===== src/rtl/ram_1p_arb.sv =====
// ram_1p_arb: round-robin front end that shares one single-port SRAM between two hosts.
// Define RAM_ARB_RDATA_REG_EN to register read data and response tracking (2-cycle latency).
module ram_1p_arb #(
  parameter int Width = 32,
  parameter int Depth = 512,
  parameter int CntW  = 16,
  localparam int Aw   = $clog2(Depth)
) (
  input  logic               clk_i,
  input  logic               rst_i,
  input  logic [1:0]         req_i,
  input  logic [1:0]         write_i,
  input  logic [2*Aw-1:0]    addr_i,
  input  logic [2*Width-1:0] wdata_i,
  input  logic [2*Width-1:0] wmask_i,
  output logic [1:0]         gnt_o,
  output logic [1:0]         rvalid_o,
  output logic [Width-1:0]   rdata_o,
  output logic               ram_req_o,
  output logic               ram_write_o,
  output logic [Aw-1:0]      ram_addr_o,
  output logic [Width-1:0]   ram_wdata_o,
  output logic [Width-1:0]   ram_wmask_o,
  input  logic [Width-1:0]   ram_rdata_i,
  output logic [CntW-1:0]    conflict_cnt_o
);

  logic [1:0]      gnt_s;
  logic            sel_s;
  logic            last_q, last_d;
  logic            valid_q, valid_d;
  logic            owner_q, owner_d;
  logic [CntW-1:0] cnt_q, cnt_d;

  // Grant selection; on contention the requester not served last wins
  always_comb begin
    gnt_s = 2'b00;
    sel_s = 1'b0;
    case (req_i)
      2'b01: begin gnt_s = 2'b01; sel_s = 1'b0; end
      2'b10: begin gnt_s = 2'b10; sel_s = 1'b1; end
      2'b11: begin
        if (last_q) begin
          gnt_s = 2'b01; sel_s = 1'b0;
        end else begin
          gnt_s = 2'b10; sel_s = 1'b1;
        end
      end
      default: begin gnt_s = 2'b00; sel_s = 1'b0; end
    endcase
  end

  // RAM payload mux; idle cycles present requester 0
  always_comb begin
    ram_req_o = |gnt_s;
    if (sel_s) begin
      ram_write_o = write_i[1];
      ram_addr_o  = addr_i[2*Aw-1:Aw];
      ram_wdata_o = wdata_i[2*Width-1:Width];
      ram_wmask_o = wmask_i[2*Width-1:Width];
    end else begin
      ram_write_o = write_i[0];
      ram_addr_o  = addr_i[Aw-1:0];
      ram_wdata_o = wdata_i[Width-1:0];
      ram_wmask_o = wmask_i[Width-1:0];
    end
  end

  // Arbitration history, response ownership and saturating contention count
  always_comb begin
    valid_d = |gnt_s;
    owner_d = sel_s;
    if (|gnt_s) begin
      last_d = sel_s;
    end else begin
      last_d = last_q;
    end
    if ((req_i == 2'b11) && (cnt_q != {CntW{1'b1}})) begin
      cnt_d = cnt_q + CntW'(1'b1);
    end else begin
      cnt_d = cnt_q;
    end
  end

  // State registers
  always_ff @(posedge clk_i or posedge rst_i) begin
    if (rst_i) begin
      last_q  <= 1'b1;
      valid_q <= 1'b0;
      owner_q <= 1'b0;
      cnt_q   <= {CntW{1'b0}};
    end else begin
      last_q  <= last_d;
      valid_q <= valid_d;
      owner_q <= owner_d;
      cnt_q   <= cnt_d;
    end
  end

`ifdef RAM_ARB_RDATA_REG_EN
  logic             valid2_q;
  logic             owner2_q;
  logic [Width-1:0] rdata2_q, rdata2_d;

  // Capture read data only when a response is in flight
  always_comb begin
    if (valid_q) begin
      rdata2_d = ram_rdata_i;
    end else begin
      rdata2_d = rdata2_q;
    end
  end

  // Second response stage
  always_ff @(posedge clk_i or posedge rst_i) begin
    if (rst_i) begin
      valid2_q <= 1'b0;
      owner2_q <= 1'b0;
      rdata2_q <= {Width{1'b0}};
    end else begin
      valid2_q <= valid_q;
      owner2_q <= owner_q;
      rdata2_q <= rdata2_d;
    end
  end

  // Response routing
  always_comb begin
    rvalid_o = {valid2_q & owner2_q, valid2_q & ~owner2_q};
    rdata_o  = rdata2_q;
  end
`else
  // Response routing straight from the RAM read port
  always_comb begin
    rvalid_o = {valid_q & owner_q, valid_q & ~owner_q};
    if (valid_q) begin
      rdata_o = ram_rdata_i;
    end else begin
      rdata_o = {Width{1'b0}};
    end
  end
`endif

  assign gnt_o          = gnt_s;
  assign conflict_cnt_o = cnt_q;

endmodule


===== config.mk =====
export PLATFORM = sky130hd
export DESIGN_NAME = ram_1p_arb
export DESIGN_NICKNAME = d
export VERILOG_FILES = /design/src/rtl/ram_1p_arb.sv
export SDC_FILE = /design/constraint.sdc
export NUM_CORES = 1
export LEC_CHECK = 0
export CORE_AREA = 4 4 119 121
export CTS_CLUSTER_DIAMETER = 60
export DETAILED_ROUTE_END_ITERATION = 6
export DIE_AREA = 0 0 123 125
export PLACE_DENSITY_LB_ADDON = 0.12
export SLEW_MARGIN = 30
export SYNTH_ARGS = -nofsm -noshare
export SYNTH_HDL_FRONTEND = slang
export SYNTH_SLANG_ARGS = --single-unit

===== constraint.sdc =====
create_clock -name clk_i -period 4.65 [get_ports clk_i]
set_input_delay 0.93 -clock clk_i [delete_from_list [all_inputs] [get_ports clk_i]]
set_output_delay 0.93 -clock clk_i [all_outputs]
set_load 0.01 [all_outputs]

==> key figures <==
Layout
  • Design Area, Final: 5480 um2
  • Most common cell after layout, fill and taps aside: clkdlybuf4s50_1
  • Commonest non-fill, non-tap cells in the layout: clkdlybuf4s50_1 (310), mux2_2 (74), and2_1 (33)
  • # fillers: 1273
  • Register area: 477 um2
  • Nets@finish: 696
  • Fraction of layout cells with a size suffix above 1: 18.0%
  • Area delta synth->final: 171%
  • Post-layout util: 41.9%
  • Multi-input gate area: 1480 um2
  • Final Non-Filler Cells: 688

Die
  • Area of the die: 15400 um2
  • Die span in y: 125 um
  • I/O pin count: 311
  • Die width: 123 um
  • Num rows: 42
  • Core ar.: 13100 um2
  • Initial Util: 15.5%

Synthesis
  • Syn nets: 386
  • Avg Inst Size Synth: 10.1 um2
  • Asr flop ratio synth: 100%
  • #FFs+latches synth: 19
  • Syn Inst Count: 201
  • Yosys warning total: 0
  • Mapped cell area: 2020 um2
  • Seq/Total Area, Yosys: 23.6%
  • Top_reg_cell synth: dfrtp_1
  • EDFF count, synth: 0
  • Synth unique cells: 29

Setup path
  • Critical Path AT: 3.12 ns
  • CP Max Fanout: 17
  • Critical Path RT: 3.72 ns
  • Element type at the critical path end: primary output
  • Startpoint Class: input port
  • Worst r2r path cells: 5
  • Setup CP Type: input port to primary output

Timing
  • Setup TNS: 0 ns
  • Slew Viols, Final: 0
  • Final Cycle Share: 87.1%
  • Worst Tran Pin Value: 0.777 ns
  • Fin crit period: 4.05 ns
  • Headroom to the max-slew limit: 48.2%
  • Max Clk Rate: 247 MHz
  • RSZ-0062 raised after global routing: no
  • Setup Skew: 0.00480 ns
  • Final setup vio count: 0
  • Final Hold Viols: 0

Clocking
  • # H-tree levels: 1
  • # resized after CTS: 0
  • Root Buffer: clkbuf_16
  • Post-CTS Setup Bufs: 0
  • Clk slew on worst S/H paths: 0.05 ns
  • CTS Hold Bufs: 0
  • Clk Latency, worst-skew pair: 0.25 ns
  • TritonCTS clock tree: built
  • CTS max path bufs: 2
  • Total CTS buffers: 3
  • Clock sinks: 19

Route
  • 1st-pass router iterations: 4
  • Iter 0 DRT Violations: 61
  • Routed len/inst: 18.8 um
  • DR vias/cell: 4.07
  • Post-route DRC: 0
  • Final WL: 12900 um
  • Remaining antenna violation count: 0
  • Via count: 2802

Place
  • PortBufs: 310
  • Hpwl dp: 11500 um
  • Routability cong.: 0.938
  • Post-DP Area: 5390 um2
  • Placed insts: 682

Global route
  • Initial antenna violation count: 2
  • First-pass GRT wire length: 18000 um
  • Grt total ovfl: 0
  • Number of global-route vias before repair: 3012
  • GRT Util Overall: 15.6%
  • Largest net degree at the start of global routing: 35

Run
  • Maxcap violations: 0

Min path
  • Hold Path Cell Cnt: 2
  • HP Class: register to register

Power and ir drop
  • PD cells: 187 nW/um2
  • Leakage: 2.06 nW
  • Worst vdd ir: 0.000145 V

Status
  • Outcome: complete, no violations
-- power breakdown --
group	internal, mW	switching, mW
clock	0.117	0.0597
sequential	0.194	0.0462
combinational	0.409	0.198
-- logic make-up (layout without fill, tap and decap cells) --
| group | count (synthesis) | count (layout) | share of synthesized area [%] |
|---|---|---|---|
| xor+xnor | 12 | 12 | 5.20 |
| fa+ha+maj | 1 | 1 | 0.619 |
| other cells | 0 | 2 | 0 |
| mux | 75 | 75 | 42.0 |
| flops | 19 | 19 | 23.6 |
| buf+inv | 15 | 324 | 3.65 |
| compound gates | 9 | 9 | 3.59 |
| simple gates | 70 | 70 | 21.4 |
-- synth_stat cells (2+ instances only) --
| master | instances | area share [%] |
|---|---|---|
| mux2_2 | 74 | 41 |
| and2_1 | 33 | 10 |
| dfrtp_1 | 18 | 22 |
| xnor2_1 | 10 | 4.3 |
| buf_2 | 8 | 2.0 |
| nand3_1 | 8 | 2.0 |
| nand2_1 | 6 | 1.1 |
| nand4_1 | 5 | 1.5 |
| clkbuf_1 | 3 | 0.56 |
| inv_1 | 3 | 0.56 |
| nor2_1 | 3 | 0.56 |
| nor2b_1 | 3 | 0.93 |
| nor3_1 | 3 | 0.74 |
| nor4_1 | 3 | 0.93 |
| o2111ai_1 | 3 | 1.3 |
| o21a_1 | 3 | 1.1 |
| and3_1 | 2 | 0.62 |
| xor2_1 | 2 | 0.87 |
-- routing by layer --
layer | up-vias | part of all wire (%) | global-route usage, %
met5 | - | 0 | 0
met1 | 1262 | 34 | 15.5
met2 | 186 | 55 | 30.6
li1 | 1342 | - | -
met4 | 0 | 1.8 | 4.76
met3 | 12 | 9.9 | 4.20
-- worst paths after layout --
check	startpoint	to	slack (ns)
worst max-delay path	req_i[1]	ram_addr_o[5]	0.60
worst min-delay path	last_q$_DFFE_PP1P_	last_q$_DFFE_PP1P_	0.51
worst max register to register	conflict_cnt_o[1]$_DFFE_PP0P_	conflict_cnt_o[1]$_DFFE_PP0P_	2.64
worst min register to register	last_q$_DFFE_PP1P_	last_q$_DFFE_PP1P_	0.51
max in group asynchronous	rst_i	conflict_cnt_o[4]$_DFFE_PP0P_	3.03
min in group asynchronous	rst_i	owner_q$_DFF_PP0_	1.13
-- state kept, by name, summed over array words and instances, names as in the netlist --
register and cells:
conflict_cnt_o 16, last_q 1, owner_q 1, valid_q 1
-- worst max-delay path, stage by stage --
cell	delay, ns
clkdlybuf4s50_1	0.53
a21boi_2	0.11
nor2b_4	0.43
buf_12	0.22
mux2_2	0.35
clkdlybuf4s50_1	0.52
-- layout make-up --
class | count | share of cell area (%)
timing repair buffer | 317 | 58.5
multi-input combinational | 167 | 27.0
sequential | 19 | 8.70
tap | 176 | 4.02
clock buffer | 4 | 1.44
inverter | 3 | 0.206
antenna | 2 | 0.0914
-- metrics by stage --
stage                     hold slack (ns)  total power [mW]  worst slack, ns
after floorplan                     0.489             0.443             1.67
after global routing                0.553              1.08            0.515
after detailed placement            0.505             0.856            0.559
after global placement              0.499             0.856            0.608
final                               0.514              1.02            0.599
after CTS                           0.516              1.04            0.568
Power figures use the tool's default switching activity.
